$ cat src/rtl/nor_rr_sched.sv
// nor_rr_sched
// Round-robin scheduler that shares one registered bitwise-NOR datapath
// between NUM_REQ requesters. One requester is granted at a time. Its two
// operands are captured, the NOR is computed on the following edge, and the
// result is held behind a valid/ready handshake, tagged with the owner id.
//
// Ports
//   clk           rising-edge clock
//   rst           asynchronous, active-high reset
//   req_vec       per-requester request, bit k = requester k
//   in_data1_bus  operand 1, requester k on bits [k*WIDTH +: WIDTH]
//   in_data2_bus  operand 2, same packing
//   out_ready     consumer accepts the presented result
//   gnt_vec       one-hot, one-cycle pulse: requester k's operands captured
//   out_data      NOR result, kept after out_valid drops
//   out_id        index of the requester that owns out_data
//   out_valid     result valid
//   busy          high whenever the scheduler is not idle
module nor_rr_sched #(
  parameter int WIDTH   = 4,
  parameter int NUM_REQ = 4,
  parameter int ID_W    = 2
) (
  input  logic                     clk,
  input  logic                     rst,
  input  logic [NUM_REQ-1:0]       req_vec,
  input  logic [NUM_REQ*WIDTH-1:0] in_data1_bus,
  input  logic [NUM_REQ*WIDTH-1:0] in_data2_bus,
  input  logic                     out_ready,
  output logic [NUM_REQ-1:0]       gnt_vec,
  output logic [WIDTH-1:0]         out_data,
  output logic [ID_W-1:0]          out_id,
  output logic                     out_valid,
  output logic                     busy
);

  typedef enum logic [1:0] {
    IDLE = 2'd0,
    CALC = 2'd1,
    OUT  = 2'd2
  } state_t;

  // Registered state and outputs
  state_t              r_state;
  logic [ID_W-1:0]     r_last_id;
  logic [WIDTH-1:0]    r_op1;
  logic [WIDTH-1:0]    r_op2;
  logic [NUM_REQ-1:0]  r_gnt;
  logic [WIDTH-1:0]    r_data;
  logic [ID_W-1:0]     r_id;
  logic                r_valid;
  logic                r_busy;

  // Next-state values
  state_t              w_state_next;
  logic [ID_W-1:0]     w_last_id_next;
  logic [WIDTH-1:0]    w_op1_next;
  logic [WIDTH-1:0]    w_op2_next;
  logic [NUM_REQ-1:0]  w_gnt_next;
  logic [WIDTH-1:0]    w_data_next;
  logic [ID_W-1:0]     w_id_next;
  logic                w_valid_next;
  logic                w_busy_next;

  // Arbitration
  logic                w_found;
  logic [ID_W-1:0]     w_win;
  int                  w_cand;

  // Per-requester operand views of the packed buses
  logic [WIDTH-1:0]    w_op1_arr [NUM_REQ];
  logic [WIDTH-1:0]    w_op2_arr [NUM_REQ];

  for (genvar gi = 0; gi < NUM_REQ; gi++) begin : g_slice
    assign w_op1_arr[gi] = in_data1_bus[gi*WIDTH +: WIDTH];
    assign w_op2_arr[gi] = in_data2_bus[gi*WIDTH +: WIDTH];
  end

  // Search starts just after the last winner, so the previous owner is
  // considered last and continuous requesters rotate strictly.
  always_comb begin
    w_found = 1'b0;
    w_win   = '0;
    w_cand  = 0;
    for (int off = 1; off <= NUM_REQ; off++) begin
      w_cand = (int'(r_last_id) + off) % NUM_REQ;
      if (!w_found && req_vec[ID_W'(w_cand)]) begin
        w_found = 1'b1;
        w_win   = ID_W'(w_cand);
      end
    end
  end

  always_comb begin
    w_state_next   = r_state;
    w_last_id_next = r_last_id;
    w_op1_next     = r_op1;
    w_op2_next     = r_op2;
    w_gnt_next     = '0;
    w_data_next    = r_data;
    w_id_next      = r_id;
    w_valid_next   = r_valid;

    case (r_state)
      IDLE: begin
        if (w_found) begin
          w_op1_next     = w_op1_arr[w_win];
          w_op2_next     = w_op2_arr[w_win];
          w_gnt_next     = {{(NUM_REQ-1){1'b0}}, 1'b1} << w_win;
          w_last_id_next = w_win;
          w_state_next   = CALC;
        end
      end
      CALC: begin
        w_data_next  = ~(r_op1 | r_op2);
        w_id_next    = r_last_id;
        w_valid_next = 1'b1;
        w_state_next = OUT;
      end
      OUT: begin
        if (out_ready) begin
          w_valid_next = 1'b0;
          w_state_next = IDLE;
        end
      end
      default: begin
        w_valid_next = 1'b0;
        w_state_next = IDLE;
      end
    endcase

    // Registered alongside the state so it always equals (state != IDLE)
    w_busy_next = (w_state_next != IDLE);
  end

  always_ff @(posedge clk or posedge rst) begin
    if (rst) begin
      r_state   <= IDLE;
      r_last_id <= ID_W'(NUM_REQ - 1);
      r_op1     <= '0;
      r_op2     <= '0;
      r_gnt     <= '0;
      r_data    <= '0;
      r_id      <= '0;
      r_valid   <= 1'b0;
      r_busy    <= 1'b0;
    end else begin
      r_state   <= w_state_next;
      r_last_id <= w_last_id_next;
      r_op1     <= w_op1_next;
      r_op2     <= w_op2_next;
      r_gnt     <= w_gnt_next;
      r_data    <= w_data_next;
      r_id      <= w_id_next;
      r_valid   <= w_valid_next;
      r_busy    <= w_busy_next;
    end
  end

  assign gnt_vec   = r_gnt;
  assign out_data  = r_data;
  assign out_id    = r_id;
  assign out_valid = r_valid;
  assign busy      = r_busy;

endmodule

$ cat config.mk
export PLATFORM = sky130hd
export DESIGN_NAME = nor_rr_sched
export DESIGN_NICKNAME = d
export VERILOG_FILES = /design/src/rtl/nor_rr_sched.sv
export SDC_FILE = /design/constraint.sdc
export NUM_CORES = 1
export LEC_CHECK = 0
export ABC_AREA = 1
export CORE_ASPECT_RATIO = 1.5
export CORE_MARGIN = 2
export CORE_UTILIZATION = 48
export DETAILED_ROUTE_END_ITERATION = 12
export GPL_ROUTABILITY_DRIVEN = 0
export GPL_TIMING_DRIVEN = 0
export PLACE_DENSITY = 0.83
export SKIP_CTS_REPAIR_TIMING = 1
export SLEW_MARGIN = 20
export SYNTH_ARGS = -nofsm -noshare
export SYNTH_HDL_FRONTEND = slang
export SYNTH_SLANG_ARGS = --single-unit
$ cat constraint.sdc
create_clock -name clk -period 3.3 [get_ports clk]
set_input_delay 0.99 -clock clk [delete_from_list [all_inputs] [get_ports clk]]
set_output_delay 0.99 -clock clk [all_outputs]
set_load 0.02 [all_outputs]
==> run_results.csv, run 1 <==
group,metric,value,unit
yosys,syn_area,1460,sq um
timing,finalHoldViolations,0,
critical_path,crit_type,"in -> reg",
clock_network,clockBufferDepth,2,
timing,hold_slack,458,ps
critical_path,rr_startpoint,"r_last_id[0]$_DFFE_PP1P_",
global_routing,grt_use_total,20.9,%
routing,vias,1473,
yosys,async_flop_share,100,%
timing,worst_slew_pin_slew,845,ps
routing,ant_nets,0,
critical_path,crit_required,3460,ps
cells_and_area,finalInstanceArea,2050,sq um
critical_path,worstSetupEndpointType,"flip-flop",
global_routing,grt_pass1_wl,5.78,mm
placed_design,portBuffers,50,
floorplan,die_h,71.5,um
cells_and_area,instances_no_fill,304,
run,drv_cap,0,
floorplan,start_util,50.0,%
global_routing,grt_pass1_vias,1362,
placed_design,place_area,2010,sq um
global_routing,antenna_found_initial,0,
min_path,min_from,"r_op2[3]$_DFFE_PP0P_",
timing,max_freq,391,MHz
timing,rsz0062_at_grt,"no",
cells_and_area,area_growth,40.8,%
floorplan,fp.dieW,49.0,um
routing,route.met3.wl,74,um
routing,wirelength,3.27,mm
yosys,synth_ff_type,"dfrtp_1",
routing,top_layer_used,"met4",
timing,slew_violations,0,
clock_network,tritoncts,"built",
yosys,synth.avg_cell_area,6.90,sq um
placed_design,dp_cells,300,
floorplan,rows,24,
yosys,synth_top_cell_by_area,"dfrtp_1",
critical_path,arrival,2710,ps
clock_network,clock_latency,260,ps
pwr,power_per_cell_area,1130,nW/um^2
pwr,peakVddDrop,835,uV
run_status,status,"finished clean",
pwr,power_leakage,1.05,nW
critical_path,critPathLaunch,"req_vec[3]",
clock_network,cts_made_buffers,3,
yosys,ys_ff_latch,24,
global_routing,grt_max_degree,25,
floorplan,design.core.area,2910,sq um
clock_network,clk_root_buffer_cell,"clkbuf_8",
clock_network,clk_pin_slew_worst_paths,80,ps
yosys,syn-num-nets,250,
routing,vias_per_cell,4.85,
yosys,yosysMostFrequentCell,"nand2_1",
min_path,holdCritPathClass,"reg -> reg",
routing,drc_errors,0,
routing,dr.pass1.iters,4,
clock_network,cts.sinks,24,
floorplan,ios,51,
critical_path,cp_max_fo,10,
routing,wire_per_inst,10.7,um
cells_and_area,antenna_cells,0,
routing,wl_met2,1.77,mm
timing,finalCritPeriodShare,77.6,%
global_routing,overflow,0,
yosys,synth_area_leaders,"dfrtp_1 (38%), nand2_1 (30%), nand3_1 (8.2%)",
yosys,synth_cell_type_count,25,
yosys,synth_common_cells,"nand2_1 (117), nand3_1 (24), dfrtp_1 (22)",
cells_and_area,n_fill_cell,244,
yosys,yosysSeqAreaShare,41.4,%
timing,finalSetupTns,0,ps
timing,finClkSkew,2.59,ps
clock_network,htreeDepth,1,
cells_and_area,fin_nets,305,
yosys,yosysTopAreaCellShare,37.8,%
placed_design,place_hpwl,2.59,mm
yosys,ys_warn_count,0,
critical_path,start_kind,"primary input",
cells_and_area,layout-drive-gt1-share,9.43,%
timing,period_needed,2560,ps
yosys,synthCells,211,
yosys,synth-edff-count,0,
timing,relSlewSlack,43.6,%
routing,drt_iter0_drc,41,
routing,wl_met1,1.36,mm
timing,finalSetupViolCount,0,
floorplan,die_area,3500,sq um
[registers in the layout (all words and copies together), names as in the netlist]
| register | cells |
|---|---|
| gnt_vec | 4 |
| out_data | 4 |
| r_op1 | 4 |
| r_op2 | 4 |
| out_id | 2 |
| r_last_id | 2 |
| r_state | 2 |
| busy | 1 |
| out_valid | 1 |
[worst max-delay path, cell delays in order]
cell and delay [ps]:
clkdlybuf4s50_1 480, nand2_1 70, nand2_2 80, nand2_1 80
nand2_2 100, clkinv_1 90, nand2_1 70, nand2_1 80
nand2_4 130, nand2_4 110, buf_8 160, nand2_1 50
nand2_1 40, nand2_1 50, nand2_1 50, nand2_1 50
nand2_1 50
[path summary, 6_finish.rpt]
| path | to | slack (ps) | cells after the start |
|---|---|---|---|
| max in group asynchronous | out_data[1]$_DFFE_PP0P_ | 1590 | 2 |
| setup / recovery | r_op1[3]$_DFFE_PP0P_ | 740 | 17 |
| hold reg to reg | out_data[3]$_DFFE_PP0P_ | 460 | 1 |
| hold / removal | out_data[3]$_DFFE_PP0P_ | 460 | 1 |
| setup reg to reg | r_op1[3]$_DFFE_PP0P_ | 1250 | 17 |
| min in group asynchronous | busy$_DFF_PP0_ | 1200 | 2 |
[through the flow]
stage,setup slack (ps),power (mW),util (%)
detailed placement,450,2.16,68.9
finish,740,2.33,70.4
CTS,725,2.35,70.4
floorplan,1120,1.74,-
global route,509,2.57,70.4
global placement,471,2.12,68.9
[cells by family after synthesis]
| kind of cell | after synthesis | synth area share (%) |
|---|---|---|
| AND/OR/NAND/NOR | 158 | 46.6 |
| flip-flops | 24 | 41.4 |
| buffers and inverters | 18 | 7.13 |
| AO/OA/AOI/OAI | 11 | 4.90 |
[cell usage in the layout, fill, tap and decap left out, types with 3 or more instances in the layout]
master and instances:
o21ai_0 4, dfrtp_1 22, nand2_1 117, clkdlybuf4s50_1 50, nor2_1 5, clkbuf_8 3, nand2_2 4, inv_2 3
o31ai_1 4, nand3_1 24, inv_1 6
[per-layer routing]
metal  track usage (%)  vias to the layer above
met5                 0                        -
met4              9.52                        0
met1              24.1                      658
li1                  -                      775
met2              39.3                       36
met3              1.25                        4
[cell type report]
type,instances,area (sq um),area share (%)
Tap cell,39,48.8,2.38
Buffer,8,66.3,3.23
Inverter,10,37.5,1.83
Multi-Input combinational cell,169,749,36.5
Clock buffer,4,45.0,2.20
Timing Repair Buffer,50,500,24.4
Sequential cell,24,603,29.4
[where the power goes]
part	internal (mW)	switching [mW]	total (mW)	leakage (nW)
clock	0.0861	0.0839	0.170	0.0228
sequential	0.442	0.0759	0.518	0.299
combinational	0.632	1.01	1.64	0.726
total	1.16	1.17	2.33	1.05
Note: power is estimated with default switching activity, not from simulation.
==> run 2, diff against run 1 <==
Settings changed: CORE_UTILIZATION 48 to 45, PLACE_DENSITY 0.83 to 0.79.
Clock period 3.3 ns to 2.65 ns, I/O delays scaled along.
==> run_results.csv, run 2 (synthesized netlist as in run 1, its figures left out) <==
group,metric,value,unit
run_status,status,"finished clean",
pwr,power.share.sequential,22.0,%
timing,finalSetupViolCount,0,
timing,finClkSkew,1.40,ps
pwr,power_leakage,1.05,nW
clock_network,clock_latency,260,ps
floorplan,rows,25,
clock_network,tritoncts,"built",
critical_path,crit_required,2800,ps
floorplan,design.core.area,3130,sq um
routing,drt_iter0_drc,21,
timing,relSlewSlack,44.2,%
clock_network,clk_root_buffer_cell,"clkbuf_8",
critical_path,arrival,2510,ps
timing,finalCritPeriodShare,89.0,%
pwr,peakVddDrop,986,uV
cells_and_area,instances_no_fill,305,
routing,dr.pass1.iters,4,
critical_path,crit_type,"in -> reg",
pwr,comb_power_share,69.8,%
pwr,clock_power_share,8.2,%
pwr,p_sw_share,49.3,%
timing,rsz0062_at_grt,"no",
clock_network,cts_made_buffers,3,
min_path,holdCritPathClass,"reg -> reg",
routing,wire_per_inst,9.95,um
cells_and_area,mostFrequentLayoutCells,"nand2_1 (117), clkdlybuf4s50_1 (50), nand3_1 (24), dfrtp_1 (22), inv_1 (6)",
timing,finalHoldViolations,0,
critical_path,critPathLaunch,"req_vec[3]",
cells_and_area,area_growth,41.6,%
timing,slew_violations,0,
pwr,p_sw,1.43,mW
routing,vias,1425,
floorplan,fp.dieW,50.5,um
placed_design,place_area,2010,sq um
timing,max_freq,424,MHz
run,drv_cap,0,
critical_path,start_kind,"primary input",
clock_network,clk_pin_slew_worst_paths,70,ps
floorplan,die_h,73.7,um
timing,worst_slew_pin_slew,837,ps
critical_path,rr_startpoint,"r_last_id[0]$_DFFE_PP1P_",
global_routing,grt_pass1_vias,1309,
global_routing,grt_use_total,18.7,%
pwr,power_per_cell_area,1400,nW/um^2
cells_and_area,antenna_cells,0,
clock_network,clockBufferDepth,2,
placed_design,portBuffers,50,
cells_and_area,layout_commonest_cell,"nand2_1",
clock_network,htreeDepth,1,
routing,wirelength,3.04,mm
timing,layout_setup_ws,290,ps
cells_and_area,finalInstanceArea,2060,sq um
min_path,min_from,"r_op2[3]$_DFFE_PP0P_",
pwr,p_int,1.47,mW
clock_network,cts.sinks,24,
global_routing,overflow,0,
global_routing,antenna_found_initial,0,
cells_and_area,layout-drive-gt1-share,9.81,%
placed_design,pre_cts_ws,6.52,ps
floorplan,ios,51,
global_routing,grt_max_degree,25,
placed_design,dp_cells,301,
timing,period_needed,2360,ps
routing,vias_per_cell,4.67,
routing,drc_errors,0,
routing,ant_nets,0,
floorplan,die_area,3720,sq um
global_routing,grt_pass1_wl,5.51,mm
cells_and_area,fin_nets,305,
critical_path,cp_max_fo,10,
critical_path,worstSetupEndpointType,"flip-flop",
floorplan,start_util,46.6,%
timing,finalSetupTns,0,ps
placed_design,place_hpwl,2.45,mm
run 2: cell counts in the layout (fill, tap and decap cells not counted):
Identical to the previous run, type by type.
run 2: power by group through the flow:
stage / combinational, mW / clock (mW) / sequential [mW]
floorplan: 1.45 / 0 / 0.724
global placement: 2.01 / 0 / 0.639
detailed placement: 2.04 / 0 / 0.644
CTS: 2.04 / 0.242 / 0.639
global route: 2.32 / 0.252 / 0.661
finish: 2.02 / 0.236 / 0.638
run 2: metal layers:
layer	vias up	global-route usage (%)	wire (um)
li1	774	-	-
met2	37	33.5	1570
met1	610	23.3	1320
met4	0	8.11	59
met5	-	0	0
met3	4	0.813	85
run 2: through the flow:
step	util [%]	hold slack [ps]	total power, mW
after floorplan	-	432	2.17
after CTS	65.9	458	2.92
after global placement	64.2	440	2.65
after detailed placement	64.2	446	2.68
after global routing	65.9	481	3.23
final	65.9	454	2.90
run 2: area by class of cell:
type                            count  area, sq um
Fill cell                         289         1070
Multi-Input combinational cell    169          749
Sequential cell                    24          603
Timing Repair Buffer               50          500
Buffer                              8         66.3
Clock buffer                        4         55.1
Tap cell                           40         50.0
Inverter                           10         37.5
run 2: worst max-delay path, stage by stage:
cell and delay, ps:
clkdlybuf4s50_1 470, nand2_1 70, nand2_2 70, nand2_1 80, nand2_2 100, clkinv_1 80, nand2_1 70, nand2_1 70
nand2_4 130, nand2_4 110, buf_8 160, nand2_1 50, nand2_1 40, nand2_1 50, nand2_1 50, nand2_1 50
nand2_1 50
run 2: worst paths after layout:
path	to	cells past startpoint	slack, ps
setup / recovery	r_op2[2]$_DFFE_PP0P_	17	290
hold / removal	out_data[3]$_DFFE_PP0P_	1	450
setup reg to reg	r_op2[2]$_DFFE_PP0P_	17	600
hold reg to reg	out_data[3]$_DFFE_PP0P_	1	450
max in group asynchronous	out_valid$_DFFE_PP0P_	2	1130
min in group asynchronous	r_op2[1]$_DFFE_PP0P_	2	1000
